--- config.mk ---
export PLATFORM = sky130hd
export DESIGN_NAME = axi_rr_arbiter
export DESIGN_NICKNAME = d
export VERILOG_FILES = /design/src/rtl/axi_rr_arbiter.sv
export SDC_FILE = /design/constraint.sdc
export NUM_CORES = 1
export LEC_CHECK = 0
export ABC_AREA = 1
export CAP_MARGIN = 20
export CORE_AREA = 3 3 40 42
export DETAILED_ROUTE_END_ITERATION = 8
export DIE_AREA = 0 0 43 45
export PLACE_DENSITY = 0.72
export SYNTH_ARGS = -nofsm -noshare
export SYNTH_HDL_FRONTEND = slang
export SYNTH_SLANG_ARGS = --single-unit
--- constraint.sdc ---
create_clock -name ACLK -period 1.7 [get_ports ACLK]
set_input_delay 0.255 -clock ACLK [delete_from_list [all_inputs] [get_ports ACLK]]
set_output_delay 0.255 -clock ACLK [all_outputs]
set_load 0.03 [all_outputs]
--- src/rtl/axi_rr_arbiter.sv ---
// Round-robin arbiter for the AXI-Lite address channel: one master granted at a
// time, grant held until the slave side signals completion.
module axi_rr_arbiter #(
    parameter int unsigned NUM_MASTERS = 4,
    parameter int unsigned IDX_W       = $clog2(NUM_MASTERS)
) (
    input  logic                   ACLK,
    input  logic                   ARESETN,
    input  logic [NUM_MASTERS-1:0] req_i,
    input  logic                   done_i,
    output logic [NUM_MASTERS-1:0] grant_o,
    output logic [IDX_W-1:0]       number_select_o,
    output logic                   grant_valid_o
);

    localparam int unsigned SUM_W    = IDX_W + 1;
    localparam logic [IDX_W-1:0] LAST_IDX = IDX_W'(NUM_MASTERS - 1);

    typedef enum logic {
        IDLE = 1'b0,
        BUSY = 1'b1
    } state_t;

    state_t                 state_q, state_d;
    logic [IDX_W-1:0]       ptr_q, ptr_d;
    logic [IDX_W-1:0]       win_q, win_d;
    logic [NUM_MASTERS-1:0] grant_q, grant_d;
    logic [IDX_W-1:0]       nsel_q, nsel_d;
    logic                   valid_q, valid_d;

    logic [NUM_MASTERS-1:0] req_rot;
    logic                   found;
    logic [SUM_W-1:0]       sum;
    logic [IDX_W-1:0]       pick;

    // Rotate requests so bit 0 is the current priority holder, take the first
    // set bit, then map the offset back to a master index with explicit wrap.
    always_comb begin
        req_rot = NUM_MASTERS'({req_i, req_i} >> ptr_q);
        found   = 1'b0;
        sum     = '0;
        for (int unsigned k = 0; k < NUM_MASTERS; k++) begin
            if (!found && req_rot[k]) begin
                found = 1'b1;
                sum   = SUM_W'(ptr_q) + SUM_W'(k);
            end
        end
        if (sum >= SUM_W'(NUM_MASTERS)) begin
            sum = sum - SUM_W'(NUM_MASTERS);
        end
        pick = IDX_W'(sum);
    end

    // Next-state logic and registered-output decode.
    always_comb begin
        state_d = state_q;
        ptr_d   = ptr_q;
        win_d   = win_q;

        case (state_q)
            IDLE: begin
                if (|req_i) begin
                    win_d   = pick;
                    state_d = BUSY;
                end
            end
            BUSY: begin
                if (done_i) begin
                    state_d = IDLE;
                    ptr_d   = (win_q == LAST_IDX) ? '0 : win_q + IDX_W'(1);
                end
            end
            default: state_d = IDLE;
        endcase

        valid_d = (state_d == BUSY);
        grant_d = valid_d ? (NUM_MASTERS'(1) << win_d) : '0;
        nsel_d  = win_d;
    end

    // State, pointer, winner and output registers.
    always_ff @(posedge ACLK or negedge ARESETN) begin
        if (!ARESETN) begin
            state_q <= IDLE;
            ptr_q   <= '0;
            win_q   <= '0;
            grant_q <= '0;
            nsel_q  <= '0;
            valid_q <= 1'b0;
        end else begin
            state_q <= state_d;
            ptr_q   <= ptr_d;
            win_q   <= win_d;
            grant_q <= grant_d;
            nsel_q  <= nsel_d;
            valid_q <= valid_d;
        end
    end

    assign grant_o         = grant_q;
    assign number_select_o = nsel_q;
    assign grant_valid_o   = valid_q;

endmodule

Word level (Yosys, flattened, before mapping)
Cells that the tools add are included.

word-level totals
  register bits = 9
  bits of input ports = 7
  output and inout bits = 7
  word-level logic and storage cells = 37

operators by class
  add/subtract/negate cells = 5
  $lt $le $gt $ge = 1
  equal/unequal tests = 1
  shifts and indexed selects = 2
  muxes and demuxes = 15
  bitwise operators = 1
  reduce and logical (&&, ||, !) cells = 8

operators by type and width
  cell                                                       count
  two-way mux 2 bit                                          5
  two-way mux 3 bit                                          3
  right shift 8 x 2 -> 4 bit                                 1
  adder 2 x 2 -> 3 bit (second input constant)               2
  two-way mux 1 bit                                          5
  two-way mux 4 bit                                          1
  OR reduction 4 bit                                         1
  << shifter 1 x 2 -> 4 bit (first input constant)           1
  adder 2 x 1 -> 3 bit (second input constant)               1
  greater-or-equal comparator 3 bit (second input constant)  1
  logical AND 1 bit                                          3
  logical NOT 1 bit                                          3
  adder 2 x 1 -> 2 bit (second input constant)               1
  == test 2 bit (second input constant)                      1
  case mux 1 bit (2 select lines)                            1
  AND reduction 2 bit                                        1
  subtractor 2 x 1 -> 2 bit (second input constant)          1
  inverter 1 bit                                             1

Depth between registers and ports, before layout
  depth after elaboration = 17
  depth in mapped cells = 14
  mapped depth without buffers = 13

Least setup slack after synthesis
Ideal clock, no wire load.

  path type = reg-to-reg
  from = reg ptr_q[0]
  to = reg grant_q[0], in the netlist grant_o[0]
  library setup time = 0.122 ns
  arrival = 1.258 ns
  slack = 0.320 ns
  stages on the path, launching flop included = 12
  clock period less this slack = 1.380 ns
  cells stage by stage = dfrtp_1 -> buf_6 -> inv_4 -> nand2_1 -> nand3_1 -> nand2_2 -> nor2_4 -> nand3b_1 -> nand3_1 -> nor2_1 -> nor2_1 -> nor2_1

between the ends
  cells in the longest elaborated chain, start to end = 17
  elaborated cells on any way between the ends = 24

ends and longest elaborated chain
  element                                                                         RTL line  RTL
  start: declaration                                                              25        logic [IDX_W-1:0] ptr_q, ptr_d;
  start signal: assignment                                                        92        ptr_q <= ptr_d;
  right shift 8 x 2 -> 4 bit                                                      39        req_rot = NUM_MASTERS'({req_i, req_i} >> ptr_q);
  two-way mux 1 bit                                                               43        if (!found && req_rot[k]) begin
  logical NOT 1 bit                                                               43
  logical AND 1 bit                                                               43
  two-way mux 1 bit                                                               43
  logical NOT 1 bit                                                               43
  logical AND 1 bit                                                               43
  two-way mux 1 bit                                                               43
  [3 not listed]                                                                  n/a
  greater-or-equal comparator 3 bit or subtractor 2 x 1 -> 2 bit (tied branches)  48, 49
  two-way mux 2 bit *                                                             48        if (sum >= SUM_W'(NUM_MASTERS)) begin
  two-way mux 2 bit *                                                             62        if (|req_i) begin
  two-way mux 2 bit *                                                             60        case (state_q)
  named net nsel_d[1]                                                             28        logic [IDX_W-1:0] nsel_q, nsel_d;
  << shifter 1 x 2 -> 4 bit *                                                     77        grant_d = valid_d ? (NUM_MASTERS'(1) << win_d) : '0;
  two-way mux 4 bit *                                                             77
  named net grant_d[0]                                                            27        logic [NUM_MASTERS-1:0] grant_q, grant_d;
  end signal: assignment                                                          94        grant_q <= grant_d;
  end: declaration                                                                27

The timed path passes the listed nets; every way through them passes the cells marked *.
A chain may end at the register's enable or synchronous reset.

Worst setup path after layout
  from = reg nsel_q[1], in the netlist number_select_o[1]
  to = out number_select_o[1]

RTL lines
  element                   RTL line  RTL
  start: declaration        28
  start signal: assignment  95        nsel_q <= nsel_d;
  end: declaration          12        output logic [IDX_W-1:0] number_select_o,

No word-level cell between the ends.

==> impl_metrics.yaml <==
place:
  portBuffers: 13
  post-place-ws_ps: -170.2
  place_congestion: 0.8985
  dp_hpwl_um: 924.4
logic_synthesis:
  yosys.area_share.simple_pct: 43.10
  syn_inst: 79
  avgSynthCellArea_sq_um: 7.349
  synth.area.mux_share_pct: 0
  synth_fa_ha_area_share_pct: 2.155
  synth_xor_area_share_pct: 1.509
  yosysUniqueCellTypes: 20
  synth_top_family_by_area: "simple AND/OR/NAND/NOR gates"
  ys_ff_latch: 9
  syn_area_sq_um: 580.6
  seq_area_frac_synth_pct: 38.79
  synth_compound_area_share_pct: 4.957
  synth_warnings: 0
  synth.net_count: 87
clock_tree:
  numCtsBuffers: 3
  ctsLongestPathBuffers: 2
  postCtsSetupRepairBufs: 0
  hold_buffers: 0
  clk_latency_ps: 260
  htreeDepth: 1
  clk_pin_slew_ps: 60
  cts.sinks: 9
  clockRootBuffer: "clkbuf_4"
  tritoncts: "done"
grt:
  antenna_found_initial: 0
  first_global_vias: 546
  grt_pass1_wl_um: 2214
  overflow: 0
  grt_max_degree: 10
  track_usage_pct: 15.46
die:
  fp-row-count: 13
  die_w_um: 43
  core_sq_mm: 0.001285
  ioPinCount: 14
  die_y_um: 45
  start_util_pct: 45.18
  floorplan.die_area_sq_mm: 0.001935
timing:
  report.final.slew_viol_count: 0
  worst_pin_slew_ps: 443.0
  rsz0062_at_grt: "no"
  setup_ws_ps: 83.90
  slew_headroom_pct: 70.15
  min_period_over_period_pct: 95.06
  hold_viol_final: 0
  timing.final.crit_period_ps: 1616
  skew_ps: 3.876
  fmax_mhz: 618.8
  setup_violations: 0
setup_path:
  r2r-start: "ptr_q[0]"
  worst_setup_path_end_kind: "output pin"
  worstPathRequired_ps: 1440
  critPathBufInv: 1
  reg2reg_slack_ps: 170
  r2r-end: "grant_o[0]"
  crit_slowest_cell: "clkdlybuf4s50_1"
  arrival_ps: 1360
  critPathMaxStageDelay_ps: 700
  start_kind: "register"
  worst_r2r_path_depth: 10
  path_cells: "clkdlybuf4s50_1"
  critical_path.max_fanout: 4
  critPathKind: "register to output pin"
  path_delay_family: "buffers and inverters"
cells_and_area:
  final_common_cell: "nand2_1"
  final_cell_mix: "nand2_1 (20), clkdlybuf4s50_1 (13), nand3_1 (9)"
  nNetsFinal: 106
  drive_gt1_share_pct: 20.62
  syn_to_final_growth_pct: 31.47
  postLayoutCoreUtil_pct: 59.40
  n_antenna_cell: 0
pwr:
  total_power_uw: 1541
  p_leak_uw: 0.0003844
  peakVddDrop_uv: 1252
  power_density_mw_per_mm2: 2020
drt:
  drt_iter0_drc: 7
  vias_per_cell: 4.964
  vias: 556
  totalWireLength_um: 1210
  wire_per_inst_um: 10.80
  ant_nets: 0
  drc: 0
  drtPass1Iterations: 4
job:
  maxCapViolCount: 0
worst_hold_path:
  hp-class: "input pin to asynchronous set/reset pin"
status:
  status: "finished clean"
[cell families (layout without fill, tap and decap cells)]
| kind of cell | Yosys count | in the layout |
|---|---|---|
| simple gates | 51 | 51 |
| fa+ha+maj | 1 | 1 |
| flops | 9 | 9 |
| compound gates | 5 | 5 |
| buf+inv | 12 | 30 |
| xor+xnor | 1 | 1 |
[worst max-delay path by stage]
| stage | endpoint | cells past startpoint | from | slack [ps] |
|---|---|---|---|---|
| 2_1_floorplan | grant_o[0] | 11 | ptr_q[0] | 320 |
| 3_3_place_gp | grant_o[2] | 7 | req_i[2] | -130 |
| 3_5_place_dp | grant_o[2] | 7 | req_i[2] | -170 |
| 4_1_cts | grant_o[0] | 11 | ptr_q[0] | 40 |
| 5_1_grt | grant_o[0] | 12 | req_i[2] | 1 |
| 6_report | number_select_o[1] | 1 | number_select_o[1] | 80 |
[power by group]
group | internal (uW) | switching, uW | total [uW] | leakage [uW]
clock network | 90.1 | 70.0 | 160 | 0.0000150
logic | 392 | 591 | 983 | 0.000259
registers | 303 | 95.0 | 398 | 0.000110
[final cells by class]
type                       count  area (sq um)
fill                         115         521.8
multi-input combinational     58         302.8
sequential                     9         226.5
tap                           15         18.77
timing repair buffer          15         145.1
clock buffer                   4         26.28
inverter                      11         43.79
[repair_timing]
item                                    in CTS  in global routing
endpoints found under the hold margin        0                  0
endpoints found under the setup margin       0                  5
gates resized for setup                      0                  2
[stage by stage]
stage / setup TNS (ps) / instances / cell area [sq um] / hold WS [ps]
final: 0 / 112 / 763.2 / 291.2
after global placement: -534.3 / 108 / 733.2 / 509.5
after CTS: 0 / 112 / 759.5 / 291.9
after global routing: 0 / 112 / 763.2 / 303.7
after floorplan: 0 / 79 / 580.6 / -40.59
after detailed placement: -669.9 / 108 / 733.2 / 498.9
[flip-flops by register name (all words and copies together) (netlist names)]
name and cells:
ptr_q 2, grant_valid_o 1, grant_o 4, number_select_o 2
[cell usage after synthesis]
master	n	area share [%]
nand3b_1	2	2.6
nor2_4	1	1.9
nand3_2	2	3.4
ha_1	1	2.2
inv_4	1	1.1
o31ai_1	1	1.3
nor4_1	1	1.1
o22ai_1	1	1.1
nand3_1	9	7.8
o21ai_0	2	1.7
xnor2_1	1	1.5
nand2_2	6	6.5
nor2_1	9	5.8
nand2_1	20	13
or2_2	1	1.1
a21oi_1	1	0.86
inv_1	8	5.2
buf_6	1	1.9
inv_2	2	1.3
dfrtp_1	9	39
[metal layers]
layer / track usage [%] / up-vias / wire, um
met5: 0 / - / 0
met4: 13.86 / 0 / 28
li1: - / 288 / -
met2: 23.95 / 16 / 562
met1: 19.31 / 248 / 586
met3: 1.195 / 4 / 33
No activity file was read; power rests on OpenSTA's default activity.
